[src/rtl/imem_loader_pkg.sv]
// Shared types and constants for the instruction-memory program loader.
package imem_loader_pkg;

  typedef enum logic [1:0] {
    LOAD   = 2'd0,
    WRITE  = 2'd1,
    RUN    = 2'd2,
    HALTED = 2'd3
  } loader_state_e;

  localparam int BYTES_PER_WORD = 4;
  localparam int WORD_W         = 32;

endpackage

[src/rtl/imem_loader_word_assembler.sv]
// Packs accepted stream bytes little-endian into 32-bit words and pulses
// o_word_ready in the cycle after a word closes (4th byte, s_last, or trailer flush).
module word_assembler
  import imem_loader_pkg::*;
(
  input  logic              clk,
  input  logic              rst,
  input  logic              i_accept,
  input  logic [7:0]        i_data,
  input  logic              i_last,
  input  logic              i_trailer,
  output logic [1:0]        o_byte_cnt,
  output logic [WORD_W-1:0] o_word,
  output logic              o_word_ready
);

  logic [1:0]        r_cnt;
  logic [WORD_W-1:0] r_buf;
  logic [WORD_W-1:0] r_word;
  logic              r_ready;
  logic [WORD_W-1:0] w_merged;
  logic              w_close;

  always_comb begin
    w_merged                        = r_buf;
    w_merged[{r_cnt, 3'b000} +: 8]  = i_data;
    w_close = i_last || (r_cnt == 2'(BYTES_PER_WORD - 1));
  end

  // The buffer is cleared whenever a word leaves, so partial words come out zero-padded.
  always_ff @(posedge clk) begin
    if (!rst) begin
      r_cnt   <= '0;
      r_buf   <= '0;
      r_word  <= '0;
      r_ready <= 1'b0;
    end else begin
      r_ready <= 1'b0;
      if (i_accept) begin
        if (i_trailer) begin
          r_cnt <= '0;
          r_buf <= '0;
          if (r_cnt != 2'd0) begin
            r_ready <= 1'b1;
            r_word  <= r_buf;
          end
        end else if (w_close) begin
          r_cnt   <= '0;
          r_buf   <= '0;
          r_ready <= 1'b1;
          r_word  <= w_merged;
        end else begin
          r_cnt <= r_cnt + 2'd1;
          r_buf <= w_merged;
        end
      end
    end
  end

  assign o_byte_cnt   = r_cnt;
  assign o_word       = r_word;
  assign o_word_ready = r_ready;

endmodule

[src/rtl/imem_loader.sv]
// Loads a byte-stream program image into instruction memory, holds the CPU in reset
// until complete, then re-arms after halt. Define IMEM_LOADER_CKSUM_EN for checksum trailer.
module imem_loader
  import imem_loader_pkg::*;
#(
  parameter int IMEM_DEPTH = 256,
  parameter int ADDR_W     = $clog2(IMEM_DEPTH)
) (
  input  logic              clk,
  input  logic              rst,
  input  logic              s_valid,
  input  logic [7:0]        s_data,
  input  logic              s_last,
  output logic              s_ready,
  output logic              imem_we,
  output logic [ADDR_W-1:0] imem_addr,
  output logic [WORD_W-1:0] imem_wdata,
  output logic              cpu_hold,
  input  logic              halt,
  output logic              done,
  output logic              overflow,
  output logic [ADDR_W:0]   words_loaded,
  output logic              cksum_err
);

  localparam logic [ADDR_W:0] DEPTH_P = (ADDR_W + 1)'(IMEM_DEPTH);

  loader_state_e     r_state, w_state_nxt;
  logic [ADDR_W:0]   r_word_ptr, w_ptr_nxt;
  logic [ADDR_W:0]   r_words_loaded, w_loaded_nxt;
  logic              r_overflow, w_ovf_nxt;
  logic              r_done, w_done_nxt;
  logic              r_cpu_hold, w_hold_nxt;
  logic              r_s_ready, w_ready_nxt;
  logic              r_imem_we, w_we_nxt;
  logic [ADDR_W-1:0] r_imem_addr, w_addr_nxt;
  logic              r_last, w_last_nxt;
  logic              r_cksum_err, w_err_nxt;
  logic [7:0]        r_sum, w_sum_nxt;

  logic              w_accept;
  logic              w_new_img;
  logic              w_emit;
  logic              w_trailer;
  logic              w_sum_bad;
  logic [ADDR_W:0]   w_ptr_base;
  logic [7:0]        w_sum_byte;
  logic [1:0]        w_byte_cnt;
  logic              w_word_ready;
  logic [WORD_W-1:0] w_word;

  assign w_accept   = s_valid & r_s_ready;
  assign w_new_img  = (r_state == HALTED) & w_accept;
  assign w_ptr_base = w_new_img ? '0 : r_word_ptr;
  assign w_sum_byte = (w_new_img ? 8'd0 : r_sum) + s_data;

`ifdef IMEM_LOADER_CKSUM_EN
  // The s_last byte is a checksum trailer: it only flushes a pending partial word.
  assign w_trailer = w_accept & s_last;
  assign w_emit    = w_accept & (s_last ? (w_byte_cnt != 2'd0)
                                        : (w_byte_cnt == 2'(BYTES_PER_WORD - 1)));
  assign w_sum_bad = (r_sum != 8'd0);
`else
  assign w_trailer = 1'b0;
  assign w_emit    = w_accept & (s_last | (w_byte_cnt == 2'(BYTES_PER_WORD - 1)));
  assign w_sum_bad = 1'b0;
`endif

  word_assembler u_asm (
    .clk          (clk),
    .rst          (rst),
    .i_accept     (w_accept),
    .i_data       (s_data),
    .i_last       (s_last),
    .i_trailer    (w_trailer),
    .o_byte_cnt   (w_byte_cnt),
    .o_word       (w_word),
    .o_word_ready (w_word_ready)
  );

  always_comb begin
    w_state_nxt  = r_state;
    w_ptr_nxt    = r_word_ptr;
    w_loaded_nxt = r_words_loaded;
    w_ovf_nxt    = r_overflow;
    w_done_nxt   = r_done;
    w_hold_nxt   = r_cpu_hold;
    w_we_nxt     = 1'b0;
    w_addr_nxt   = r_imem_addr;
    w_last_nxt   = r_last;
    w_err_nxt    = r_cksum_err;
    w_sum_nxt    = r_sum;
    unique case (r_state)
      LOAD, HALTED: begin
        if (w_accept) begin
          w_sum_nxt = w_sum_byte;
          if (w_new_img) begin
            w_state_nxt  = LOAD;
            w_hold_nxt   = 1'b1;
            w_done_nxt   = 1'b0;
            w_ptr_nxt    = '0;
            w_loaded_nxt = '0;
            w_ovf_nxt    = 1'b0;
            w_err_nxt    = 1'b0;
          end
          if (w_emit) begin
            w_state_nxt = WRITE;
            w_last_nxt  = s_last;
            w_addr_nxt  = w_ptr_base[ADDR_W-1:0];
            w_we_nxt    = (w_ptr_base != DEPTH_P);
            if (w_ptr_base == DEPTH_P) w_ovf_nxt = 1'b1;
          end else if (w_trailer) begin
            // Trailer on a word boundary: nothing to flush, finish the image now.
            if (w_sum_byte != 8'd0) begin
              w_state_nxt = HALTED;
              w_err_nxt   = 1'b1;
            end else begin
              w_state_nxt = RUN;
              w_hold_nxt  = 1'b0;
            end
          end
        end
      end
      WRITE: begin
        if (w_word_ready && (r_word_ptr != DEPTH_P)) begin
          w_ptr_nxt    = r_word_ptr + 1'b1;
          w_loaded_nxt = r_words_loaded + 1'b1;
        end
        if (!r_last) begin
          w_state_nxt = LOAD;
        end else if (w_sum_bad) begin
          w_state_nxt = HALTED;
          w_err_nxt   = 1'b1;
        end else begin
          w_state_nxt = RUN;
          w_hold_nxt  = 1'b0;
        end
      end
      RUN: begin
        if (halt) begin
          w_state_nxt = HALTED;
          w_done_nxt  = 1'b1;
        end
      end
      default: ;
    endcase
    w_ready_nxt = (w_state_nxt == LOAD) || (w_state_nxt == HALTED);
  end

  always_ff @(posedge clk) begin
    if (!rst) begin
      r_state        <= LOAD;
      r_word_ptr     <= '0;
      r_words_loaded <= '0;
      r_overflow     <= 1'b0;
      r_done         <= 1'b0;
      r_cpu_hold     <= 1'b1;
      r_s_ready      <= 1'b1;
      r_imem_we      <= 1'b0;
      r_imem_addr    <= '0;
      r_last         <= 1'b0;
      r_cksum_err    <= 1'b0;
      r_sum          <= '0;
    end else begin
      r_state        <= w_state_nxt;
      r_word_ptr     <= w_ptr_nxt;
      r_words_loaded <= w_loaded_nxt;
      r_overflow     <= w_ovf_nxt;
      r_done         <= w_done_nxt;
      r_cpu_hold     <= w_hold_nxt;
      r_s_ready      <= w_ready_nxt;
      r_imem_we      <= w_we_nxt;
      r_imem_addr    <= w_addr_nxt;
      r_last         <= w_last_nxt;
      r_cksum_err    <= w_err_nxt;
      r_sum          <= w_sum_nxt;
    end
  end

  assign s_ready      = r_s_ready;
  assign imem_we      = r_imem_we;
  assign imem_addr    = r_imem_addr;
  assign imem_wdata   = w_word;
  assign cpu_hold     = r_cpu_hold;
  assign done         = r_done;
  assign overflow     = r_overflow;
  assign words_loaded = r_words_loaded;
  assign cksum_err    = r_cksum_err;

endmodule

[config.mk]
export PLATFORM = sky130hd
export DESIGN_NAME = imem_loader
export DESIGN_NICKNAME = d
export VERILOG_FILES = /design/src/rtl/imem_loader_pkg.sv /design/src/rtl/imem_loader_word_assembler.sv /design/src/rtl/imem_loader.sv
export SDC_FILE = /design/constraint.sdc
export NUM_CORES = 1
export LEC_CHECK = 0
export BUFFER_PORTS_ARGS = -buffer_cell sky130_fd_sc_hd__buf_2
export CORE_UTILIZATION = 29
export DETAILED_ROUTE_END_ITERATION = 6
export SETUP_SLACK_MARGIN = 0.02
export SLEW_MARGIN = 20
export SYNTH_ARGS = -nofsm -noshare
export SYNTH_HDL_FRONTEND = slang
export SYNTH_HIERARCHICAL = 1
export SYNTH_SLANG_ARGS = --single-unit
[constraint.sdc]
create_clock -name clk -period 5.84 [get_ports clk]
set_input_delay 0.876 -clock clk [delete_from_list [all_inputs] [get_ports clk]]
set_output_delay 0.876 -clock clk [all_outputs]
set_load 0.01 [all_outputs]
==> results by group, run 1 <==
Setup path
  • Required time worst endpoint: 6090 ps
  • Crit path max-delay family: simple AND/OR/NAND/NOR gates
  • Kind of critical path: reg2reg
  • CP Cell Sequence: ha_1, or3_1, nand4_2, o2bb2ai_1
  • Critical Path End Type: register
  • Data arrival time of the worst path: 2890 ps
  • Largest stage delay on the critical path: 620 ps
  • Slowest library cell on the worst path: sky130_fd_sc_hd__nand4_2
  • Crit start category: register
  • CP max FO: 24
  • Number of buffers and inverters on the critical path: 0

CTS
  • Post-CTS resize count: 0
  • CTS tree: built
  • Cell chosen for the clock root: sky130_fd_sc_hd__clkbuf_16
  • Count of buffers added by post-CTS timing repair for setup: 0
  • Cts bufs inserted: 9
  • Clock transition time at the flip-flop clock pins of the worst setup and hold paths: ~70 ps
  • Maximum count of clock buffers along a single path: 2
  • Worst skew pair latency: 350 ps
  • H-tree depth: 3
  • Count of hold buffers inserted by post-cts repair: 0
  • Clock sink total: 101

Timing
  • Setup TNS: 0 ps
  • Ratio of final minimum period to clock period: 45.1%
  • Least-Margin Pin Slew: 729 ps
  • Final Hold Viols: 0
  • Worst Clk Skew: 6.55 ps
  • Min Clock Period, post-route: 2630 ps
  • F_max: between 0.3 and 0.4 GHz
  • Worst relative slew slack: between 50% and 60%
  • Final Setup Violations: 0
  • Final Slew Violations: 0
  • RSZ-0062 raised after global routing: false
  • Smallest setup slack after layout: 3210 ps

Global routing
  • Fraction of met2 tracks used by global routing: roughly a quarter
  • GRT Util Overall: 14.7%
  • Most crowded layer after global routing: met2
  • Met3 capacity usage during global routing: 3.91%
  • Largest net degree at the start of global routing: 35
  • Met1 track demand over resource in global routing: 19.0%
  • Number of antenna violations at the first check in global routing: 1
  • Via count of the first global-routing pass: 3774
  • First-pass GRT wire length: 19300 µm
  • Remaining global-route overflow: 0

Placement
  • Count of buffers inserted at the top-level ports: 66
  • Area post-placement: 5070 µm²
  • Final weighted congestion in routability-driven placement: 0.779
  • Setup Slack @ Placement: 3050 ps
  • Post-detail-place hpwl: approximately 8300 µm

Run status
  • Outcome: finished clean

Die
  • I/O pins: between 60 and 70
  • Core Footprint: ~15000 µm²
  • Floorplan die area: ~17000 µm²
  • Die X: 129 µm
  • Die extent in y: 129 µm
  • Site Rows: 45
  • Initial standard-cell utilization of the core: a little under a third

Power and ir drop
  • P_sw: around 0.39 mW
  • Register share of total power: between 40% and 50%
  • Proportion of power drawn by combinational gates: between 10% and 20%
  • Switching fraction of total power: 27.2%
  • Maximum ir drop on the vdd rail: 133 µV
  • Clock share of power: 39.2%
  • Internal cell power: 1.05 mW
  • Leakage power of the design: about 2.0 nW
  • Power density normalized to cell area: approximately 270 nW/µm²

Logic synthesis
  • FFs w/ async S/R, synth: 0%
  • Warnings from Yosys: 6
  • Count of flip-flops with a built-in enable after synthesis: 0
  • Share of the yosys chip area belonging to registers: between 40% and 50%
  • Flip-flop and latch count after synthesis: slightly above 100
  • Top flip-flop cell by instance count after synthesis: sky130_fd_sc_hd__dfxtp_1
  • Yosys cell types: 60
  • Top cell type's share of synthesized area: 43.4%
  • Yosys top cell by area: sky130_fd_sc_hd__dfxtp_1
  • Area of the mapped netlist: between 4000 and 5000 µm²
  • Top cells by area in the synthesized netlist: sky130_fd_sc_hd__dfxtp_1, sky130_fd_sc_hd__o2bb2ai_1, sky130_fd_sc_hd__a22o_1
  • Count of mapped cells out of synthesis: 484
  • Mean area per synthesized cell: 9.63 µm²

Final layout
  • Post-synthesis to final-layout area growth: 14.9%
  • Nets@finish: 554
  • Layout cell share with drive strength beyond 1: 19.3%
  • Finished layout cell area: 5360 µm²
  • Layout filler cell count: 1633
  • Antenna cells: 0

Detailed routing
  • Ratio of routed vias to standard cells: 5.26
  • Residual DRC count: 0
  • Starting DRC count in detailed routing: 309
  • Total wirelength of the detailed-routed design: 11700 µm
  • Final routed wire length divided by cell count: 15.7 µm
  • Number of nets still failing antenna checks after routing: 0
  • First drt pass iteration count: 5
  • Total vias in the final route: 3917

Hold path
  • Class of the worst hold path: reg2reg

Run
  • Max cap viols: 0
-- area by class of cell --
| cell class | count | area (µm²) | area share (%) |
|---|---|---|---|
| Clock buffer | 10 | 229 | 4.27 |
| Clock inverter | 6 | 46.3 | 0.864 |
| Multi-Input combinational cell | 331 | 2390 | 44.6 |
| Inverter | 20 | 75.1 | 1.40 |
| Sequential cell | 101 | 2020 | 37.7 |
| Tap cell | 211 | 264 | 4.93 |
| Timing Repair Buffer | 66 | 330 | 6.17 |
-- routing by layer --
metal  wire length, µm  share of wire (%)
met3               578                4.9
met5                10              0.085
met1              5540                 47
met2              5480                 47
met4               114               0.97
-- cell families (layout without fill, tap and decap cells) --
family	count (synthesis)	in the layout	synth area share (%)
AOI/OAI and AO/OA	169	169	28.1
xor gates and xnor gates	6	6	1.13
adders and majority gates	12	12	3.22
buffers and inverters	53	102	5.61
DFF	101	101	43.4
muxes	2	2	0.429
other	1	2	0.0804
and+or+nand+nor	140	140	18.1
-- stage by stage --
stage	total power [mW]	utilization [%]	hold slack (ps)	instances
floorplan	0.852	-	442	485
global placement	0.882	32.9	441	729
detailed placement	0.887	32.9	441	729
CTS	1.45	34.7	463	745
global route	1.50	34.7	480	745
finish	1.44	34.7	460	745
-- cells in the final DEF (no fill, tap or decap), types with 9 or more instances in the layout --
cell	netlist	layout
sky130_fd_sc_hd__and2_1	13	13
sky130_fd_sc_hd__nor2_1	12	12
sky130_fd_sc_hd__o21ai_0	25	25
sky130_fd_sc_hd__ha_1	12	12
sky130_fd_sc_hd__o2bb2ai_1	32	32
sky130_fd_sc_hd__a22oi_1	16	16
sky130_fd_sc_hd__buf_2	10	66
sky130_fd_sc_hd__nand2_1	35	35
sky130_fd_sc_hd__a21boi_0	11	11
sky130_fd_sc_hd__dfxtp_1	101	101
sky130_fd_sc_hd__clkbuf_16	0	9
sky130_fd_sc_hd__a21oi_1	16	16
sky130_fd_sc_hd__nand3_1	21	21
sky130_fd_sc_hd__inv_1	20	20
sky130_fd_sc_hd__a22o_1	24	24
sky130_fd_sc_hd__nor2b_1	13	13
-- state kept, by name (all words and copies together), names as in the netlist --
signal,count
r_word_ptr,9
r_state,2
imem_we,1
u_asm/r_buf,32
u_asm/o_word,32
done,1
words_loaded,9
s_ready,1
cpu_hold,1
u_asm/o_word_ready,1
imem_addr,8
overflow,1
u_asm/o_byte_cnt,2
r_last,1
-- power groups by stage --
stage,logic (mW),registers (mW),clock network [mW]
CTS,0.158,0.713,0.578
detailed placement,0.158,0.729,0
floorplan,0.123,0.730,0
global placement,0.154,0.728,0
global route,0.176,0.715,0.610
finish,0.161,0.713,0.564
-- cell usage after synthesis, drive strengths merged (14+ instances only) --
cell type    n
dfxtp      101
nand2       35
o2bb2ai     32
o21ai       26
a22o        24
a21oi       21
buf         21
nand3       21
inv         20
a22oi       18
a21boi      14
-- worst reg2reg max path: stages (launching register included) --
cell and delay (ps):
sky130_fd_sc_hd__dfxtp_1 610, sky130_fd_sc_hd__ha_1 380, sky130_fd_sc_hd__or3_1 540, sky130_fd_sc_hd__nand4_2 620, sky130_fd_sc_hd__o2bb2ai_1 390
-- worst paths after layout --
path | startpoint | slack, ps | cells after the start | end
max | u_asm/o_byte_cnt[0] | 3210 | 4 | u_asm/o_word[6]
min | u_asm/o_word[13] | 460 | 1 | u_asm/o_word[13]
max reg2reg | u_asm/o_byte_cnt[0] | 3210 | 4 | u_asm/o_word[6]
min reg2reg | u_asm/o_word[13] | 460 | 1 | u_asm/o_word[13]
Power figures use the tool's default switching activity.
==> run 2: changes to the inputs <==
Clock period 5.84 ns to 2.5 ns, I/O delays scaled along.
==> results by group, run 2 (synthesis results as in run 1) <==
Run status
  • Outcome: finished clean

Die
  • Site Rows: 45
  • I/O pins: 68
  • Die X: 129 µm
  • Core Footprint: 15400 µm²
  • Initial standard-cell utilization of the core: 30.2%
  • Floorplan die area: roughly 17000 µm²
  • Die extent in y: 129 µm

CTS
  • Post-CTS resize count: 0
  • Clock transition time at the flip-flop clock pins of the worst setup and hold paths: 70 ps
  • H-tree depth: 3
  • Clock sink total: 101
  • Count of buffers added by post-CTS timing repair for setup: 0
  • Cell chosen for the clock root: sky130_fd_sc_hd__clkbuf_16
  • Count of hold buffers inserted by post-cts repair: 0
  • CTS tree: built
  • Cts bufs inserted: 9
  • Maximum count of clock buffers along a single path: 2
  • Worst skew pair latency: roughly 350 ps

Global routing
  • Number of antenna violations at the first check in global routing: 0
  • Remaining global-route overflow: 0
  • GRT Util Overall: 14.7%
  • First-pass GRT wire length: just under 20000 µm
  • Largest net degree at the start of global routing: 33
  • Via count of the first global-routing pass: 3809

Placement
  • Count of buffers inserted at the top-level ports: 66
  • Final weighted congestion in routability-driven placement: 0.805
  • Post-Place Cells: 748
  • Post-detail-place hpwl: 8360 µm
  • Setup Slack @ Placement: 170 ps

Setup path
  • Number of cells on the worst reg-to-reg path: 5
  • FF-to-FF End: u_asm/r_buf[0]
  • Required time worst endpoint: 2800 ps
  • CP Cell Sequence: inv_1, ha_1, or4_4, a21oi_4, a22o_1
  • Source of the worst register-to-register timing path: u_asm/o_byte_cnt[0]
  • Largest stage delay on the critical path: 610 ps
  • Setup slack of the worst register-to-register path: 210 ps
  • Kind of critical path: reg2reg
  • Data arrival time of the worst path: about 2600 ps
  • Slowest library cell on the worst path: sky130_fd_sc_hd__or4_4
  • CP max FO: 13
  • Crit start category: register
  • Critical Path End Type: register

Run
  • Max cap viols: 0

Power and ir drop
  • Maximum ir drop on the vdd rail: between 300 and 400 µV
  • Leakage power of the design: 2.12 nW
  • Switching fraction of total power: 26.1%
  • Clock share of power: 41.7%
  • Proportion of power drawn by combinational gates: between 10% and 20%
  • P_sw: 0.929 mW
  • Power density normalized to cell area: between 600 and 700 nW/µm²
  • Register share of total power: 46.7%
  • Internal cell power: 2.63 mW

Timing
  • Final Setup Violations: 0
  • Min Clock Period, post-route: 2290 ps
  • F_max: 0.437 GHz
  • Smallest setup slack after layout: 212 ps
  • Final Slew Violations: 0
  • Ratio of final minimum period to clock period: around nine tenths
  • Final Hold Viols: 0
  • Least-Margin Pin Slew: 661 ps
  • Worst relative slew slack: 55.9%
  • Setup TNS: 0 ps
  • RSZ-0062 raised after global routing: false
  • Worst Clk Skew: 11.1 ps

Final layout
  • Layout filler cell count: 1619
  • Layout cell share with drive strength beyond 1: 22.2%
  • Most common library cell in the layout ignoring fill and taps: sky130_fd_sc_hd__dfxtp_1
  • Antenna cells: 0
  • Post-synthesis to final-layout area growth: 18.9%
  • Nets@finish: roughly 570
  • Highest-count cells in the layout ignoring fill and taps: sky130_fd_sc_hd__dfxtp_1, sky130_fd_sc_hd__buf_2, sky130_fd_sc_hd__nand2_1, sky130_fd_sc_hd__o2bb2ai_1, sky130_fd_sc_hd__o21ai_0
  • Post-route insts no fill: 764

Detailed routing
  • Highest routing layer actually used: met4
  • Total wirelength of the detailed-routed design: 11700 µm
  • Routed wl met2: 5520 µm
  • Total vias in the final route: ~4000
  • First drt pass iteration count: 5
  • Number of nets still failing antenna checks after routing: 0
  • Final routed wire length divided by cell count: 15.4 µm
  • Starting DRC count in detailed routing: 359
  • Detailed route wirelength on metal3: 603 µm
  • Met1 wire length: 5450 µm
  • Ratio of routed vias to standard cells: 5.20
  • Residual DRC count: 0

Hold path
  • Class of the worst hold path: in2reg
  • Hold path start: s_data[2]
  • Worst min-delay path endpoint: u_asm/r_buf[2]
  • Worst Hold Path Cells: 2
## run 2: changes by cell type in the layout (fill, tap and decap cells not counted)
cell and delta:
sky130_fd_sc_hd__clkinvlp_4 -1, sky130_fd_sc_hd__ha_1 -1, sky130_fd_sc_hd__ha_2 +1, sky130_fd_sc_hd__clkinv_2 -1
sky130_fd_sc_hd__buf_4 +19, sky130_fd_sc_hd__clkbuf_1 -1, sky130_fd_sc_hd__nor4bb_1 +1, sky130_fd_sc_hd__nand4_2 -1
sky130_fd_sc_hd__nand4_4 +1, sky130_fd_sc_hd__nor4bb_2 -1, sky130_fd_sc_hd__clkinv_4 -1, sky130_fd_sc_hd__clkbuf_8 +2
sky130_fd_sc_hd__inv_6 +1, sky130_fd_sc_hd__bufinv_16 +1
## run 2: area by class of cell
| type | count | area [µm²] | share of cell area [%] |
|---|---|---|---|
| multi-input cells | 331 | 2390 | 43.2 |
| flip-flops and latches | 101 | 2020 | 36.5 |
| repair buffers | 85 | 473 | 8.53 |
| well taps | 211 | 264 | 4.76 |
| clock buffers | 11 | 253 | 4.56 |
| inverters | 20 | 75.1 | 1.35 |
| clock inverters | 5 | 63.8 | 1.15 |
## run 2: worst max-delay path by stage
stage	startpoint	end	slack, ps	depth (start not counted)
2_1_floorplan	u_asm/o_byte_cnt[0]	u_asm/r_buf[0]	450	8
3_3_place_gp	r_state[0]	imem_addr[6]	300	8
3_5_place_dp	u_asm/o_byte_cnt[0]	u_asm/o_word[25]	170	4
4_1_cts	u_asm/o_byte_cnt[0]	u_asm/o_word[7]	160	4
5_1_grt	u_asm/o_byte_cnt[0]	u_asm/r_buf[0]	90	5
6_report	u_asm/o_byte_cnt[0]	u_asm/r_buf[0]	210	5
## run 2: metal layers
metal,vias to the layer above,global-route usage (%)
met4,0,4.78
met5,-,0
met1,1906,19.0
met2,114,24.2
met3,16,3.45
li1,1938,-
## run 2: critical path, delay by kind of cell (launching register included)
family / cells / cell delay, ps
AOI/OAI and AO/OA: 2 / 470
buffers and inverters: 1 / 160
adders and majority gates: 1 / 410
DFF: 1 / 580
and+or+nand+nor: 1 / 610
## run 2: stage by stage
step                      instance area (µm²)  hold slack (ps)  utilization, %  power, mW
after floorplan                          4670              442               -       1.99
after global placement                   5220              439            33.8       2.09
after detailed placement                 5220              443            33.8       2.10
after CTS                                5530              254            35.9       3.60
after global routing                     5550              262            35.9       3.71
final                                    5550              267            35.9       3.56
## run 2: power groups by stage
stage | Combinational, mW | Clock (mW) | Sequential (mW)
6_report | 0.412 | 1.48 | 1.66
5_1_grt | 0.452 | 1.59 | 1.67
4_1_cts | 0.403 | 1.53 | 1.66
3_5_place_dp | 0.402 | 0 | 1.70
3_3_place_gp | 0.395 | 0 | 1.70
2_1_floorplan | 0.286 | 0 | 1.70
